File: config.mk
export PLATFORM = sky130hd
export DESIGN_NAME = ram_be_clr
export DESIGN_NICKNAME = d
export VERILOG_FILES = /design/src/rtl/ram_pkg.sv /design/src/rtl/ram_rd_pipe.sv /design/src/rtl/ram_be_clr.sv
export SDC_FILE = /design/constraint.sdc
export NUM_CORES = 1
export LEC_CHECK = 0
export CORE_ASPECT_RATIO = 0.8
export CORE_MARGIN = 4
export CORE_UTILIZATION = 45
export CTS_BUF_LIST = sky130_fd_sc_hd__clkbuf_4
export CTS_CLUSTER_SIZE = 28
export DETAILED_ROUTE_END_ITERATION = 12
export GPL_TIMING_DRIVEN = 0
export REMOVE_ABC_BUFFERS = 1
export SLEW_MARGIN = 0
export SYNTH_ARGS = -nofsm -noshare
export SYNTH_HDL_FRONTEND = slang
export SYNTH_SLANG_ARGS = --single-unit
File: constraint.sdc
create_clock -name clk -period 5.5 [get_ports clk]
set_input_delay 1.1 -clock clk [delete_from_list [all_inputs] [get_ports clk]]
set_output_delay 1.1 -clock clk [all_outputs]
set_load 0.02 [all_outputs]
File: src/rtl/ram_pkg.sv
// Shared types and helpers for the byte-enable RAM with clear engine.
//   ram_state_t : clear-engine state (ST_CLEAR while zeroing, ST_IDLE otherwise)
//   WR / RD     : encodings of the wr_rd access-direction input
//   be_width()  : byte-enable width derived from the data width
package ram_pkg;

  typedef enum logic {ST_CLEAR, ST_IDLE} ram_state_t;

  localparam logic WR = 1'b1;
  localparam logic RD = 1'b0;

  function automatic int unsigned be_width(int unsigned data_w);
    return data_w / 8;
  endfunction

endpackage

File: src/rtl/ram_rd_pipe.sv
// Read-data delay line: LAT register stages carrying data plus a valid bit.
// Ports:
//   clk      : clock
//   rst      : synchronous active-high flush (valid and data zeroed)
//   in_vld   : a read was accepted this cycle
//   in_data  : array word read this cycle
//   out_vld  : one-cycle strobe, LAT cycles after in_vld
//   out_data : read data; holds its last value while out_vld is low
module ram_rd_pipe #(
  parameter int unsigned DATA_W = 32,
  parameter int unsigned LAT    = 1
) (
  input  logic              clk,
  input  logic              rst,
  input  logic              in_vld,
  input  logic [DATA_W-1:0] in_data,
  output logic              out_vld,
  output logic [DATA_W-1:0] out_data
);

  logic [LAT-1:0]    vld_q;
  logic [DATA_W-1:0] data_q [LAT];

  always_ff @(posedge clk) begin
    if (rst) begin
      vld_q <= '0;
      for (int i = 0; i < int'(LAT); i++) data_q[i] <= '0;
    end else begin
      vld_q[0] <= in_vld;
      if (in_vld) data_q[0] <= in_data;
      // Data only advances with a valid token so every stage holds its word.
      for (int i = 1; i < int'(LAT); i++) begin
        vld_q[i] <= vld_q[i-1];
        if (vld_q[i-1]) data_q[i] <= data_q[i-1];
      end
    end
  end

  assign out_vld  = vld_q[LAT-1];
  assign out_data = data_q[LAT-1];

endmodule

File: src/rtl/ram_be_clr.sv
// Single-port synchronous RAM with per-byte write enables, 1- or 2-cycle read
// latency and a hardware clear engine that zeroes the array after reset or
// on a clr pulse.
// Ports:
//   clk      : clock, all logic on posedge
//   rst      : synchronous active-high reset; restarts the full clear
//   en       : access request
//   wr_rd    : 1 = write, 0 = read
//   addr     : word address
//   din      : write data
//   be       : byte-lane write enables, be[i] covers din[8i+7:8i]
//   clr      : one-cycle request to clear the array (ignored while busy)
//   dout     : read data, holds while dout_vld is low
//   dout_vld : one-cycle read-data strobe
//   busy     : clear engine running, accesses rejected
//   rej      : one-cycle strobe, an access was dropped because of busy
module ram_be_clr
  import ram_pkg::*;
#(
  parameter  int unsigned DATA_W = 32,
  parameter  int unsigned ADDR_W = 4,
  parameter  int unsigned RD_LAT = 1,
  localparam int unsigned BE_W   = be_width(DATA_W)
) (
  input  logic              clk,
  input  logic              rst,
  input  logic              en,
  input  logic              wr_rd,
  input  logic [ADDR_W-1:0] addr,
  input  logic [DATA_W-1:0] din,
  input  logic [BE_W-1:0]   be,
  input  logic              clr,
  output logic [DATA_W-1:0] dout,
  output logic              dout_vld,
  output logic              busy,
  output logic              rej
);

  localparam int unsigned DEPTH = 2 ** ADDR_W;

  if (DATA_W % 8 != 0) begin : g_bad_data_w
    $fatal(1, "ram_be_clr: DATA_W must be a multiple of 8");
  end
  if (RD_LAT != 1 && RD_LAT != 2) begin : g_bad_rd_lat
    $fatal(1, "ram_be_clr: RD_LAT must be 1 or 2");
  end

  ram_state_t        state_q, state_d;
  logic [ADDR_W-1:0] clr_ptr_q, clr_ptr_d;
  logic              rej_q;
  logic              wr_fire, rd_fire;
  logic [DATA_W-1:0] mem [DEPTH];

  assign busy    = (state_q == ST_CLEAR);
  assign wr_fire = en && !busy && (wr_rd == WR);
  assign rd_fire = en && !busy && (wr_rd == RD);
  assign rej     = rej_q;

  always_comb begin
    state_d   = state_q;
    clr_ptr_d = clr_ptr_q;
    unique case (state_q)
      ST_CLEAR: begin
        clr_ptr_d = clr_ptr_q + 1'b1;
        if (clr_ptr_q == ADDR_W'(DEPTH - 1)) state_d = ST_IDLE;
      end
      ST_IDLE: begin
        if (clr) begin
          state_d   = ST_CLEAR;
          clr_ptr_d = '0;
        end
      end
      default: state_d = ST_CLEAR;
    endcase
  end

  always_ff @(posedge clk) begin
    if (rst) begin
      state_q   <= ST_CLEAR;
      clr_ptr_q <= '0;
      rej_q     <= 1'b0;
    end else begin
      state_q   <= state_d;
      clr_ptr_q <= clr_ptr_d;
      rej_q     <= en && busy;
    end
  end

  // Array has no reset; it is zeroed by the clear engine once rst drops.
  always_ff @(posedge clk) begin
    if (!rst) begin
      if (busy) begin
        mem[clr_ptr_q] <= '0;
      end else if (wr_fire) begin
        for (int b = 0; b < int'(BE_W); b++) begin
          if (be[b]) mem[addr][8*b +: 8] <= din[8*b +: 8];
        end
      end
    end
  end

  ram_rd_pipe #(
    .DATA_W (DATA_W),
    .LAT    (RD_LAT)
  ) u_rd_pipe (
    .clk      (clk),
    .rst      (rst),
    .in_vld   (rd_fire),
    .in_data  (mem[addr]),
    .out_vld  (dout_vld),
    .out_data (dout)
  );

endmodule

==> out/metrics.yaml <==
status: "finished, final reports clean"
path_class: "in -> reg"
numPortBuffers: 79
cts_hold_buf: 0
slowest_stage: "a221oi_1"
rows: 72
hp-class: "reg -> reg"
layout_commonest_cell: "edfxtp_1"
drt_iter0_markers: 1062
hp-start: "clr_ptr_q[3]$_SDFFE_PP0P_"
cts_buffer_depth: 3
synthDistinctLibCells: 36
cts_made_buffers: 138
syn_inst: 1097
vias_per_cell: 6.01
die_x_um: 256
start_util_pct: 45.7
critPathArrivalTime_ns: 4.96
firstDrtPassIters: 5
rsz0062_at_grt: "no"
p_leak_nw: 8.41
instances_no_fill: 2014
final_cell_mix: "edfxtp_1, clkbuf_4, mux4_2, clkdlybuf4s50_1, nand3_1"
fin_setup_tns_ns: 0
yosys_warnings: 0
ios: 80
core_area_um2: 48500
grt_overflow_total: 0
whs_endpoint: "clr_ptr_q[3]$_SDFFE_PP0P_"
dpl.hpwl_mm: 32.4
grt_util_all_layers_pct: 20.1
reg2reg_to: "mem[15][11]$_DFFE_PP_"
drv_slew: 0
synth_seq_cells: 551
place.gp.congestion: 0.721
area_growth_pct: 17.5
insertion_delay_ns: 0.82
grt_start_max_net_pins: 97
final-hold-violation-count: 0
async_reset_ff_share_pct: 0
crit_fanout: 27
postRouteAntennaNets: 0
ff2ff_setup_slack_ns: 1.38
synthesis.area_um2: 22200
synth_seq_area_share_pct: 74.4
end_kind: "register"
utilization_pct: 53.7
nFillCells: 3890
post-cts-setup-buffers: 0
ys_top_cells_by_area: "edfxtp_1, mux4_2, a221oi_1, nand4bb_1, nand3_1"
maxCapViolations: 0
synth_top_area_cell: "edfxtp_1"
fp.dieH_um: 206
die_area_um2: 52900
cts_tree: "done"
cp_data_required_time_ns: 6.01
reg2reg_depth: 5
synthFlopType: "edfxtp_1"
setup_viol: 0
holdPathStages: 2
timing.fmax_mhz: 225
grt_pass1_wl_mm: 79.1
avgSynthCellArea_um2: 20.2
timing.final.crit_period_ns: 4.45
antenna_found_initial: 1
synth-edff-count: 544
dpl.cell_count: 1780
max_slew_margin_pct: 19.6
drive_gt1_share_pct: 34.1
wirelength_mm: 52.2
synth_top_cell_area_share_pct: 73.7
nets: 1337
fin_crit_sh_pct: 80.9
p_total_mw: 8.32
cts_htree_levels: 4
crit_buf_inv: 3
path_delay_family: "simple AND/OR/NAND/NOR gates"
crit_chain: "clkdlybuf4s50_1, and4b_2, buf_12, nand4_1, a221oi_1, buf_2"
grt_pass1_vias: 12420
cts.sinks: 551
clock-skew-final_ns: 0.0267
irDropWorstVdd_mv: 0.144
path_clk_slew_ns: 0.07
cp-start-kind: "primary input"
drc_errors: 0
cts_resized: 0
pwr_density_cell_nw_per_um2: 320
timing.rr.start: "state_q$_SDFF_PP0_"
routedWlPerCell_um: 25.9
cts_root_buffer: "clkbuf_4"
worst_slew_pin_slew_ns: 1.21
slowest_delay_ns: 1.13
dr_total_vias: 12099
==> cells in the mapped netlist (2+ instances only) <==
library cell and instances:
a21o_1 4, a21oi_1 2, a221oi_1 64, a31oi_1 2, and3_1 32, buf_1 3
buf_2 38, buf_4 4, buf_6 3, clkbuf_1 53, dfxtp_1 7, edfxtp_1 544
inv_1 2, mux4_2 128, nand3_1 71, nand4_1 33, nand4b_1 35, nand4bb_1 32
nor2_1 9, nor2b_1 7, o211ai_1 2, o21ai_1 6, or4_1 3
==> how the worst max path moves through the flow <==
stage                     cells after the start    start  slack [ns]                     to
after CTS                                     6      rst        1.24   mem[15][8]$_DFFE_PP_
after global routing                          6      rst        1.04  mem[11][16]$_DFFE_PP_
after global placement                        3  addr[0]       -9.60  mem[15][24]$_DFFE_PP_
final                                         6      rst        1.05  mem[15][11]$_DFFE_PP_
after detailed placement                      6      rst        0.31  mem[15][12]$_DFFE_PP_
after floorplan                               3  addr[3]        1.47   mem[10][0]$_DFFE_PP_
==> final cells by class <==
class,instances,area [µm²],share of cell area [%]
Clock buffer,194,1460,5.60
Multi-Input combinational cell,443,5530,21.2
Tap cell,629,787,3.02
Sequential cell,551,16500,63.3
Antenna cell,1,2.50,0.00961
Timing Repair Buffer,155,1570,6.01
Clock inverter,39,204,0.784
Inverter,2,7.51,0.0288
==> through the flow <==
step	hold slack (ns)	setup slack, ns	cell area (µm²)
floorplan	0.499	1.47	21700
global placement	0.539	-9.60	23300
detailed placement	0.565	0.311	24400
CTS	0.574	1.24	26000
global route	0.625	1.04	26000
finish	0.590	1.05	26000
==> metal layers <==
layer  global-route usage, %  vias up  share of wire, %
met2                    30.3      488                46
li1                        -     5224                 -
met5                       0        -                 0
met3                    5.71       65               7.2
met4                    5.87        0               1.7
met1                    29.1     6322                45
==> power by group <==
part | internal (mW) | switching, mW
clock | 1.71 | 1.57
combinational | 0.192 | 0.226
sequential | 4.61 | 0.0154
==> worst reg2reg max path, stage by stage (launching register included) <==
cell and delay, ns:
dfxtp_1 0.70, and4b_2 0.57, buf_12 0.25, nand4_1 0.84
a221oi_1 1.14, buf_2 0.32
==> state kept, by name, indices dropped and copies added, names as in the netlist <==
name,count
clr_ptr_q,4
mem,512
rej,1
state_q,1
u_rd_pipe.data_q,32
u_rd_pipe.out_vld,1
==> kinds of logic after synthesis <==
kind of cell    Yosys count  synth area share (%)
flops                   551                  74.4
simple gates            230                  7.31
mux                     128                  13.0
buf+inv                 103                  2.13
compound gates           84                  3.11
fa+ha+maj                 1                0.0565
Note: power is estimated with default switching activity, not from simulation.
